==> config.mk <==
export PLATFORM = sky130hd
export DESIGN_NAME = rf_writeback_arbiter
export DESIGN_NICKNAME = d
export VERILOG_FILES = /design/src/rtl/rf_writeback_arbiter.sv
export SDC_FILE = /design/constraint.sdc
export NUM_CORES = 1
export LEC_CHECK = 0
export CAP_MARGIN = 20
export CORE_ASPECT_RATIO = 1.2
export CORE_MARGIN = 10
export CORE_UTILIZATION = 40
export CTS_CLUSTER_SIZE = 25
export DETAILED_ROUTE_END_ITERATION = 12
export PLACE_DENSITY = 0.68
export SYNTH_ARGS = -nofsm -noshare
export SYNTH_HDL_FRONTEND = slang
export SYNTH_SLANG_ARGS = --single-unit
==> constraint.sdc <==
create_clock -name clk -period 2.1 [get_ports clk]
set_input_delay 0.42 -clock clk [delete_from_list [all_inputs] [get_ports clk]]
set_output_delay 0.42 -clock clk [all_outputs]
set_load 0.005 [all_outputs]
==> src/rtl/rf_writeback_arbiter.sv <==
// Register-file writeback arbiter: per-source one-entry buffers, fixed priority
// with starvation aging, write-after-write squash and a pending-rd mask.
module rf_writeback_arbiter #(
  parameter int unsigned NUM_REQ      = 3,
  parameter int unsigned DATA_W       = 32,
  parameter int unsigned REG_W        = 5,
  parameter int unsigned STARVE_LIMIT = 4
) (
  input  logic                      clk,
  input  logic                      reset,
  input  logic                      halt,
  input  logic [NUM_REQ-1:0]        req_valid,
  output logic [NUM_REQ-1:0]        req_ready,
  input  logic [NUM_REQ*REG_W-1:0]  req_rd,
  input  logic [NUM_REQ*DATA_W-1:0] req_data,
  output logic                      register_write_enable,
  output logic [REG_W-1:0]          destination_register,
  output logic [DATA_W-1:0]         value_to_write_to_reg,
  output logic [1:0]                grant_id,
  output logic [(1<<REG_W)-1:0]     pending_mask
);

  localparam int unsigned AGE_W = $clog2(STARVE_LIMIT + 1);
  localparam int unsigned ID_W  = 2;
  localparam logic [AGE_W-1:0] AGE_MAX = AGE_W'(STARVE_LIMIT);

  logic [NUM_REQ-1:0] full_q, full_d;
  logic [REG_W-1:0]   rd_q   [NUM_REQ];
  logic [REG_W-1:0]   rd_d   [NUM_REQ];
  logic [DATA_W-1:0]  data_q [NUM_REQ];
  logic [DATA_W-1:0]  data_d [NUM_REQ];
  logic [AGE_W-1:0]   age_q  [NUM_REQ];
  logic [AGE_W-1:0]   age_d  [NUM_REQ];

  logic               wen_q, wen_d;
  logic [REG_W-1:0]   wrd_q, wrd_d;
  logic [DATA_W-1:0]  wdata_q, wdata_d;
  logic [ID_W-1:0]    gid_q, gid_d;

  logic [REG_W-1:0]   in_rd   [NUM_REQ];
  logic [DATA_W-1:0]  in_data [NUM_REQ];
  logic [NUM_REQ-1:0] starved, cand, grant, accept, keep, squash;
  logic               any_grant;
  logic [ID_W-1:0]    g_idx;
  logic [REG_W-1:0]   g_rd;
  logic [DATA_W-1:0]  g_data;

  always_comb begin
    for (int i = 0; i < NUM_REQ; i++) begin
      in_rd[i]   = req_rd[i*REG_W +: REG_W];
      in_data[i] = req_data[i*DATA_W +: DATA_W];
    end
  end

  // Starved buffers take precedence; ties and the normal case go to the lowest index.
  always_comb begin
    starved   = '0;
    grant     = '0;
    any_grant = 1'b0;
    g_idx     = '0;
    g_rd      = '0;
    g_data    = '0;
    for (int i = 0; i < NUM_REQ; i++) begin
      starved[i] = full_q[i] && (age_q[i] >= AGE_MAX);
    end
    cand = halt ? '0 : ((|starved) ? starved : full_q);
    for (int i = 0; i < NUM_REQ; i++) begin
      if (cand[i] && !any_grant) begin
        grant[i]  = 1'b1;
        any_grant = 1'b1;
        g_idx     = ID_W'(i);
        g_rd      = rd_q[i];
        g_data    = data_q[i];
      end
    end
  end

  assign req_ready = {NUM_REQ{~halt}} & (~full_q | grant);

  // rd==0 is consumed without buffering; same-cycle duplicates keep the lowest index.
  always_comb begin
    accept = '0;
    keep   = '0;
    squash = '0;
    for (int i = 0; i < NUM_REQ; i++) begin
      accept[i] = req_valid[i] && req_ready[i] && (in_rd[i] != '0);
    end
    for (int i = 0; i < NUM_REQ; i++) begin
      keep[i] = accept[i];
      for (int j = 0; j < i; j++) begin
        if (accept[j] && (in_rd[j] == in_rd[i])) keep[i] = 1'b0;
      end
    end
    for (int j = 0; j < NUM_REQ; j++) begin
      for (int i = 0; i < NUM_REQ; i++) begin
        if ((i != j) && keep[i] && full_q[j] && !grant[j] && (in_rd[i] == rd_q[j]))
          squash[j] = 1'b1;
      end
    end
  end

  always_comb begin
    full_d  = full_q;
    rd_d    = rd_q;
    data_d  = data_q;
    age_d   = age_q;
    wen_d   = any_grant;
    wrd_d   = wrd_q;
    wdata_d = wdata_q;
    gid_d   = gid_q;
    if (any_grant) begin
      wrd_d   = g_rd;
      wdata_d = g_data;
      gid_d   = g_idx;
    end
    for (int i = 0; i < NUM_REQ; i++) begin
      if (keep[i]) begin
        full_d[i] = 1'b1;
        rd_d[i]   = in_rd[i];
        data_d[i] = in_data[i];
        age_d[i]  = '0;
      end else if (grant[i] || squash[i]) begin
        full_d[i] = 1'b0;
        age_d[i]  = '0;
      end else if (full_q[i] && any_grant && (age_q[i] < AGE_MAX)) begin
        age_d[i] = age_q[i] + AGE_W'(1);
      end
    end
  end

  always_ff @(posedge clk or negedge reset) begin
    if (!reset) begin
      full_q  <= '0;
      wen_q   <= 1'b0;
      wrd_q   <= '0;
      wdata_q <= '0;
      gid_q   <= '0;
      for (int i = 0; i < NUM_REQ; i++) begin
        rd_q[i]   <= '0;
        data_q[i] <= '0;
        age_q[i]  <= '0;
      end
    end else begin
      full_q  <= full_d;
      wen_q   <= wen_d;
      wrd_q   <= wrd_d;
      wdata_q <= wdata_d;
      gid_q   <= gid_d;
      for (int i = 0; i < NUM_REQ; i++) begin
        rd_q[i]   <= rd_d[i];
        data_q[i] <= data_d[i];
        age_q[i]  <= age_d[i];
      end
    end
  end

  always_comb begin
    pending_mask = '0;
    for (int i = 0; i < NUM_REQ; i++) begin
      if (full_q[i]) pending_mask[rd_q[i]] = 1'b1;
    end
  end

  assign register_write_enable = wen_q;
  assign destination_register  = wrd_q;
  assign value_to_write_to_reg = wdata_q;
  assign grant_id              = gid_q;

endmodule

==> summary.txt, run 1 <==
Req. time, crit path: 1680 ps
Fin crit period: 2327 ps
Most common cell in the netlist: dfrtp_1
Kind of critical path: reg -> out
Final Wtd Congestion: 0.9224
Longest Clk Path Bufs: 2
Worst-margin pin slew: 549.0 ps
Placement Rows: 58
Clock Power Share: 0.185
Crit path largest cell delay: 460 ps
Sw frac: 0.3457
Max Cap Viol: 0
Clk_lat worst skew: 420 ps
Clock skew: 9.141 ps
Hold Slack: 470.3 ps
Die width: 154.4 um
CP Launch Point: full_q[0]$_DFFE_PN0P_
Logic pwr share: 0.490
ANT cells: 0
Total Power: 17.12 mW
Initial cell density of the core: 0.4107
Pwr dens: 1241 nW/um^2
Critical-path cell list: inv_4, buf_6, nor3b_2, buf_4, buf_6, a222oi_1, inv_1, buf_2
Warnings, synthesis: 0
Failing checks: setup timing
VDD IR max: 0.6567 mV
GRT Total Usage: 0.2051
Max-slew violations: 0
Largest net degree at the start of global routing: 55
Clk sink count: 163
Post-synth EDFFs: 0
Via count: 7618
Drt total wl: 30380 um
Synthesized area: 8672 um^2
Hold Fails Final Rpt: 0
Number of vias per cell: 5.422
# fillers: 1594
Fin crit share: 1.108
Worst endpoint data arrival time: 1910 ps
Most used cell, CP: buf_6
Drt pass-1 iters: 6
Post-synth top area cell: dfrtp_1
Util after Layout: 0.6529
Worst-path clk slew: 70 ps
TritonCTS clock tree: yes
Placed wire-length estimate: 19380 um
Num CTS Buffers: 17
Area contributors post-synth: dfrtp_1 47%, mux2_2 9.9%, mux2i_1 4.5%
Drt wl/cell: 21.62 um
Pint: 11.20 mW
Yosys cell types: 56
Min-Delay Path Class: in -> async
Static Leak: 6.329 nW
CORE AREA: 21120 um^2
Syn-to-layout area delta: 59.00%
Setup ws final: -227.3 ps
Most frequent cells after synthesis: 163 x dfrtp_1, 76 x mux2_2, 75 x nand2_1, 44 x clkbuf_1, 42 x nor2_1
# IOs: 192
Fraction of registers with async set/reset: 1.000
Run status: finished with violations
Mean post-synth cell area: 11.15 um^2
Starting DRT DRC Count: 417
Sequential power share: 0.326
Synth Net Count: 898
Die Area: 27990 um^2
Global-route wire length before repair: 46400 um
Post-route ant nets: 0
DP Cell Count: 1278
Grt total ovfl: 0
Startpoint types: register
PortBufs: 191
Slowest cell on crit path: dfrtp_2
# DRC: 0
Rel. slew slack: 0.6336
Synth top area share: 0.4704
FF-to-FF Start: full_q[0]$_DFFE_PN0P_
Die height: 181.3 um
Cells after Synth: 778
CTS Root Cell: clkbuf_16
Register area share after synthesis: 0.4704
Psw: 5.917 mW
H-tree depth: 4
RSZ-0062 raised after global routing: yes
Highest Clock Rate: 429.7 MHz
Post-route insts no fill: 1405
Final setup fails: 137
Max FO, Critical Path: 6
# nets final: 1243
CP Capture Type: output port
Register bit total from synthesis: 163
Ys flop type: dfrtp_1
Initial antenna violation count: 0
Share of cells above drive strength 1: 0.4229
Max FFs per register: 96
Vias in the first global route: 8306
## metrics by stage
stage | setup WS (ps) | instance area, um^2 | TNS (ps)
floorplan | -255.4 | 8837 | -13850
global placement | -651.3 | 11720 | -71810
detailed placement | -688.5 | 11720 | -74250
CTS | -201.4 | 13340 | -8462
global route | -294.9 | 13790 | -23900
finish | -227.3 | 13790 | -12820
## metal layers
layer | wire, um | global-route usage | vias up | share of wire
met5 | 0 | 0 | - | 0
met4 | 721 | 0.06659 | 0 | 0.024
met3 | 2188 | 0.05655 | 68 | 0.072
met2 | 15230 | 0.3530 | 321 | 0.50
met1 | 12240 | 0.2402 | 3753 | 0.40
li1 | - | - | 3476 | -
## layout by cell type (no fill, tap or decap), types with 7 or more instances in the layout
cell,count
a22oi_2,31
clkdlybuf4s50_1,145
dfrtp_2,11
a22oi_1,12
nand3_1,8
dlygate4sd2_1,7
xor2_1,15
nor2_1,37
o21ai_0,15
buf_2,30
xnor2_1,32
nand2_1,73
mux2_2,48
mux2i_1,39
a211oi_1,27
nor3_1,9
a21o_1,29
buf_4,140
buf_12,23
mux2_4,60
clkbuf_16,19
buf_6,35
dfrtp_1,152
## cells by family after synthesis
family | Yosys count | synth area share
flip-flops | 163 | 0.4704
AO/OA/AOI/OAI | 149 | 0.1277
XOR/XNOR | 48 | 0.04848
adder cells (fa/ha/maj) | 3 | 0.004329
multiplexers | 149 | 0.1987
buffers and inverters | 78 | 0.04199
AND/OR/NAND/NOR | 188 | 0.1085
## final timing paths
path,cells after the start,end,slack (ps)
setup / recovery,8,pending_mask[30],-230
hold / removal,2,value_to_write_to_reg[13]$_DFFE_PN0N_,470
setup reg to reg,8,data_q[1]$_DFFE_PN0N_,-170
hold reg to reg,1,value_to_write_to_reg[15]$_DFFE_PN0N_,480
max in group asynchronous,3,full_q[0]$_DFFE_PN0P_,960
min in group clk,1,value_to_write_to_reg[15]$_DFFE_PN0N_,480
## critical path: cells and delay by family, from the launching register on
family	cells	cell delay [ps]
compound gates	1	320
buf+inv	6	660
flops	1	460
simple gates	1	40
## power groups by stage
stage	registers, mW	logic [mW]	clock network, mW
after floorplan	5.14	4.00	0
after global placement	5.51	6.66	0
after detailed placement	5.53	6.80	0
after CTS	5.53	7.81	3.22
after global routing	5.72	8.95	3.36
final	5.57	8.38	3.16
## cell type report
class	count	area, um^2	area share
multi-input cells	537	4865	0.3528
flip-flops and latches	163	4093	0.2968
repair buffers	396	3859	0.2799
clock buffers	19	452.9	0.03285
well taps	270	337.8	0.02450
clock inverters	12	146.4	0.01062
inverters	8	35.03	0.002541
## timing repair
item,4_1_cts,5_1_grt
pin swaps,47,40
setup buffers,63,31
hold buffers,1,0
gates resized for setup,252,55
setup endpoints to repair,125,131
gates cloned,5,2
hold endpoints to repair,37,0
Power figures use the tool's default switching activity.
==> run 2: changes to the inputs <==
--- a/config.mk
+++ b/config.mk
@@ -8,10 +8,10 @@
 export CAP_MARGIN = 20
 export CORE_ASPECT_RATIO = 1.2
 export CORE_MARGIN = 10
-export CORE_UTILIZATION = 40
+export CORE_UTILIZATION = 46
 export CTS_CLUSTER_SIZE = 25
 export DETAILED_ROUTE_END_ITERATION = 12
-export PLACE_DENSITY = 0.68
+export PLACE_DENSITY = 0.77
 export SYNTH_ARGS = -nofsm -noshare
 export SYNTH_HDL_FRONTEND = slang
 export SYNTH_SLANG_ARGS = --single-unit
==> run 2 against run 1 <==
The flow still finishes with violations (setup timing); maximum frequency shrank 1.8%; clock power shrank 6%; critical path depth grew 1; first-iteration DRC count grew 55%; clock skew grew 3.7 ps; via count grew 2.4%; sequential share of layout area grew 0.17 points; worst setup slack lost 43 ps; routed wire length grew 3.0%; register-to-register slack lost 100 ps; power is essentially flat; critical path type is now reg -> reg.
==> summary.txt, run 2 (synthesis results as in run 1) <==
Die height: 170.4 um (was 181.3 um)
Worst endpoint data arrival time: 2680 ps (was 1910 ps)
Max FFs per register: 96 (unchanged)
Static Leak: 6.314 nW (was 6.329 nW)
ANT cells: 0 (unchanged)
Run status: finished with violations (unchanged)
Num CTS Buffers: 17 (unchanged)
Drt wl/cell: 22.67 um (was 21.62 um)
Number of vias per cell: 5.653 (was 5.422)
Clock skew: 12.86 ps (was 9.141 ps)
Worst-margin pin slew: 590.7 ps (was 549.0 ps)
Kind of critical path: reg -> reg (was reg -> out)
Commonest non-fill, non-tap cell in the layout: dfrtp_1 (unchanged)
Rel. slew slack: 0.6058 (was 0.6336)
# nets final: 1235 (was 1243)
Die Area: 24770 um^2 (was 27990 um^2)
Highest routed layer: met4 (unchanged)
Max-slew violations: 0 (unchanged)
Met3 routed wirelength: 2271 um (was 2188 um)
Final Wtd Congestion: 0.8980 (was 0.9224)
Initial cell density of the core: 0.4719 (was 0.4107)
CTS Root Cell: clkbuf_16 (unchanged)
Crit path largest cell delay: 450 ps (was 460 ps)
Pint: 11.12 mW (was 11.20 mW)
Placement Rows: 54 (was 58)
Drt total wl: 31290 um (was 30380 um)
Syn-to-layout area delta: 58.09% (was 59.00%)
Share of cells above drive strength 1: 0.4167 (was 0.4229)
Startpoint types: register (unchanged)
Place WS: -682.5 ps (was -688.5 ps)
Highest Clock Rate: 421.9 MHz (was 429.7 MHz)
Vias in the first global route: 8388 (was 8306)
Placed wire-length estimate: 19590 um (was 19380 um)
Setup ws final: -270.0 ps (was -227.3 ps)
Die width: 145.3 um (was 154.4 um)
Clk_lat worst skew: 430 ps (was 420 ps)
Initial antenna violation count: 0 (unchanged)
Largest net degree at the start of global routing: 54 (was 55)
Fin crit share: 1.129 (was 1.108)
Sw frac: 0.3509 (was 0.3457)
Hold Slack: 466.4 ps (was 470.3 ps)
Psw: 6.009 mW (was 5.917 mW)
Most used cell, CP: buf_6 (unchanged)
Delay-heaviest family, CP: simple AND/OR/NAND/NOR gates (was buffers and inverters)
Final setup fails: 139 (was 137)
Global-route wire length before repair: 46640 um (was 46400 um)
Drt pass-1 iters: 5 (was 6)
Clock Power Share: 0.174 (was 0.185)
PortBufs: 191 (unchanged)
Grt total ovfl: 0 (unchanged)
Worst-path clk slew: 70 ps (about the same)
Metal-1 WL: 12420 um (was 12240 um)
Sequential power share: 0.321 (was 0.326)
# IOs: 192 (unchanged)
Req. time, crit path: 2410 ps (was 1680 ps)
Max FO, Critical Path: 6 (unchanged)
Starting DRT DRC Count: 645 (was 417)
VDD IR max: 0.7087 mV (was 0.6567 mV)
H-tree depth: 4 (unchanged)
GRT Total Usage: 0.2348 (was 0.2051)
Via count: 7801 (was 7618)
Longest Clk Path Bufs: 2 (unchanged)
# DRC: 0 (unchanged)
Max Cap Viol: 0 (unchanged)
TritonCTS clock tree: yes (unchanged)
CP Capture Type: register (was output port)
Post-route ant nets: 0 (unchanged)
Hold Fails Final Rpt: 0 (unchanged)
CORE AREA: 18380 um^2 (was 21120 um^2)
Logic pwr share: 0.505 (was 0.490)
Slowest cell on crit path: dfrtp_2 (unchanged)
Pwr dens: 1249 nW/um^2 (was 1241 nW/um^2)
Critical-path cell list: buf_6, a22oi_2, a21boi_2, or3_4, nor3_4, buf_6, buf_8, buf_16, mux2_4 (was inv_4, buf_6, nor3b_2, buf_4, buf_6, a222oi_1, inv_1, buf_2)
Met2 wire length: 15450 um (was 15230 um)
RSZ-0062 raised after global routing: yes (unchanged)
Min-Delay Path Class: reg -> reg (was in -> async)
Total Power: 17.12 mW (about the same)
Most frequent cells in the layout: 152 x dfrtp_1, 146 x clkdlybuf4s50_1, 131 x buf_4 (was 152 x dfrtp_1, 145 x clkdlybuf4s50_1, 140 x buf_4)
CP bufs+invs: 4 (was 6)
Failing checks: setup timing (unchanged)
Clk sink count: 163 (unchanged)
Fin crit period: 2370 ps (was 2327 ps)
-- run 2: what timing repair did --
action | 4_1_cts | 5_1_grt
setup buffers | 72 | 17
hold endpoints to repair | 46 | 0
pin swaps | 53 | 44
gates resized for setup | 258 | 55
hold buffers | 1 | 0
gates cloned | 4 | 5
endpoints found under the setup margin | 121 | 168
-- run 2: worst reg2reg max path, cell delays in order (launching register included) --
cell,delay [ps]
dfrtp_2,450
buf_6,150
a22oi_2,200
a21boi_2,100
or3_4,410
nor3_4,250
buf_6,150
buf_8,120
buf_16,120
mux2_4,290
-- run 2: area by class of cell --
cell class / instances / area, um^2
multi-input cells: 537 / 4910
fillers: 1170 / 4668
repair buffers: 388 / 3796
clock buffers: 21 / 460.4
flip-flops and latches: 163 / 4093
clock inverters: 11 / 102.6
inverters: 8 / 32.53
well taps: 252 / 315.3
-- run 2: power by group through the flow --
stage / Clock [mW] / Combinational [mW] / Sequential, mW
global placement: 0 / 6.69 / 5.49
floorplan: 0 / 4.00 / 5.14
detailed placement: 0 / 6.85 / 5.53
CTS: 3.02 / 8.11 / 5.42
global route: 3.14 / 9.18 / 5.62
finish: 2.98 / 8.65 / 5.49
-- run 2: final timing paths --
| path | start | end | slack, ps | depth (start not counted) |
|---|---|---|---|---|
| max in group asynchronous | reset | data_q[55]$_DFFE_PN0N_ | 880 | 3 |
| hold reg to reg | data_q[78]$_DFFE_PN0N_ | value_to_write_to_reg[14]$_DFFE_PN0N_ | 470 | 1 |
| min in group asynchronous | reset | data_q[73]$_DFFE_PN0N_ | 500 | 2 |
| hold / removal | data_q[78]$_DFFE_PN0N_ | value_to_write_to_reg[14]$_DFFE_PN0N_ | 470 | 1 |
| setup / recovery | full_q[0]$_DFFE_PN0P_ | data_q[6]$_DFFE_PN0N_ | -270 | 9 |
| setup reg to reg | full_q[0]$_DFFE_PN0P_ | data_q[6]$_DFFE_PN0N_ | -270 | 9 |
-- run 2: routing by layer --
layer,up-vias,global-route usage
met5,-,0
met4,0,0.1030
met3,92,0.05996
met2,419,0.3943
met1,3831,0.2806
li1,3459,-
-- run 2: through the flow --
stage,setup TNS (ps),instances,utilization,instance area (um^2)
after floorplan,-13850,778,-,8837
after global placement,-66690,1263,0.6389,11740
after detailed placement,-70360,1263,0.6389,11740
after CTS,-13200,1366,0.7282,13380
after global routing,-27620,1380,0.7460,13710
final,-16920,1380,0.7460,13710
==> RTL change: new RTL, settings of run 2 <==
The parameter `NUM_REQ` goes from 3 to 6.
--- a/src/rtl/rf_writeback_arbiter.sv
+++ b/src/rtl/rf_writeback_arbiter.sv
@@ -2,5 +2,5 @@
 // with starvation aging, write-after-write squash and a pending-rd mask.
 module rf_writeback_arbiter #(
-  parameter int unsigned NUM_REQ      = 3,
+  parameter int unsigned NUM_REQ      = 6,
   parameter int unsigned DATA_W       = 32,
   parameter int unsigned REG_W        = 5,
Interface: changed (resized req_data, req_rd, req_ready and req_valid); port bits go from 192 to 309. The function was not compared with the original's and may differ.
==> RTL change against run 2 <==
The flow still finishes with violations (setup timing); count of clock-buffer cells in the layout up 18; wire length rose to 2.7 times the old value; worst setup slack worse by 690 ps; sequential cell count up 123; cell area up 100%; sequential power up 89%; synthesized area up 95%; clock skew up 6.7 ps; via count up 130%; total power up 140%; critical path type unchanged; critical endpoint is now age_q[13].
==> RTL change: results <==
{
  "pre_cts_ws_ps": -1290,
  "yosys-top-cells-count": "286 x dfrtp_1, 222 x mux2_2, 122 x xor2_1",
  "cts_buffers": 29,
  "worstRegToRegCells": 14,
  "worst_slack_ps": -957,
  "synth_nets": 1827,
  "yosysSeqAreaShare_pct": 42.4,
  "setup_violations": 324,
  "insertion_delay_ps": 580,
  "largest_reg_flops": 192,
  "arrival_ps": 3490,
  "grt_pass1_wl_um": 120000,
  "status": "finished with violations",
  "met2_usage_pct": 57.1,
  "place_congestion": 1.01,
  "violations": "setup timing",
  "port_buffers": 308,
  "clk_path_buf_depth": 3,
  "grt_max_degree": 70,
  "grtUsageMet3_pct": 8.28,
  "leakage_nw": 11.6,
  "synth.distinct_cells": 64,
  "grt_use_met1_pct": 38.8,
  "path_max_fanout": 5,
  "ir_worst_vdd_v": 0.000921,
  "worst_pin_slew_ps": 781,
  "fillers": 2114,
  "htreeDepth": 1,
  "wl_per_cell_um": 31.3,
  "first_iter_violations": 2031,
  "nets": 2448,
  "viasPerCell": 6.54,
  "grt_antenna_before_repair": 9,
  "first_pass_iters": 8
}
==> RTL change: changes by cell type after synthesis, moves of 38 or more <==
cell,delta
clkbuf_1,+47
dfrtp_1,+123
mux2_2,+146
nand3_1,+46
nor3_1,+38
o221ai_1,+55
o22ai_1,+63
xnor2_1,+75
xor2_1,+107
==> RTL change: what timing repair did <==
action                                 CTS  global route
resized for setup                      633           103
gates cloned                            22             8
setup buffers                          133            36
pin swaps                              125            54
setup endpoints to repair              323           324
hold buffers                             1             0
endpoints found under the hold margin   48             0
==> RTL change: critical path: stages (launching register included) <==
cell,delay (ps)
dfrtp_2,440
a22oi_2,300
buf_4,190
a41o_4,280
buf_12,130
o31ai_4,70
buf_6,140
buf_6,120
a32oi_4,200
nand3_4,130
buf_4,160
buf_6,120
o221a_4,280
a31oi_4,260
nor4_2,90
==> RTL change: how the worst max path moves through the flow <==
stage / from / endpoint / slack, ps / cells past startpoint
finish: full_q[0] / age_q[13] / -960 / 14
global route: full_q[0] / age_q[7] / -1020 / 11
CTS: full_q[3] / age_q[0] / -770 / 12
detailed placement: halt / age_q[0] / -1290 / 10
global placement: halt / age_q[7] / -1230 / 9
floorplan: full_q[0] / data_q[43] / -540 / 11
==> RTL change: cells by family (layout without fill, tap and decap cells) <==
logic type,Yosys count,after routing,share of synthesized area [%]
simple gates,352,352,10.7
compound gates,301,301,13.9
flops,286,286,42.4
mux,250,250,16.5
xor+xnor,230,230,11.9
buf+inv,165,805,4.10
fa+ha+maj,6,6,0.445
other cells,0,5,0
==> RTL change: per-stage QoR <==
| step | instance area (sq um) | power [mW] | setup TNS [ps] | utilization [%] | cells |
|---|---|---|---|---|---|
| 2_1_floorplan | 17200 | 19.4 | -84860 | - | 1590 |
| 3_3_place_gp | 22300 | 26.8 | -289450 | 62.0 | 2476 |
| 3_5_place_dp | 22300 | 27.4 | -301840 | 62.0 | 2476 |
| 4_1_cts | 27000 | 39.2 | -177420 | 75.0 | 2673 |
| 5_1_grt | 27700 | 43.2 | -239110 | 76.8 | 2702 |
| 6_report | 27700 | 41.8 | -226540 | 76.8 | 2703 |
==> RTL change: final cells by class <==
cell class,instances,share of cell area [%]
Clock inverter,11,0.633
Sequential cell,286,25.9
Tap cell,468,2.12
Timing Repair Buffer,746,28.3
Antenna cell,5,0.0452
Multi-Input combinational cell,1139,39.9
Clock buffer,39,2.98
Inverter,9,0.158
==> RTL change: report_power, final <==
group	switching [mW]	leakage, nW	internal [mW]
sequential	2.26	3.40	8.17
combinational	12.3	7.72	13.5
clock	2.33	0.489	3.24
==> RTL change: routing by layer <==
metal / routed length [um] / up-vias
met2: 39800 / 1400
li1: - / 7112
met5: 47 / -
met3: 8840 / 520
met1: 28700 / 8632
met4: 7250 / 8
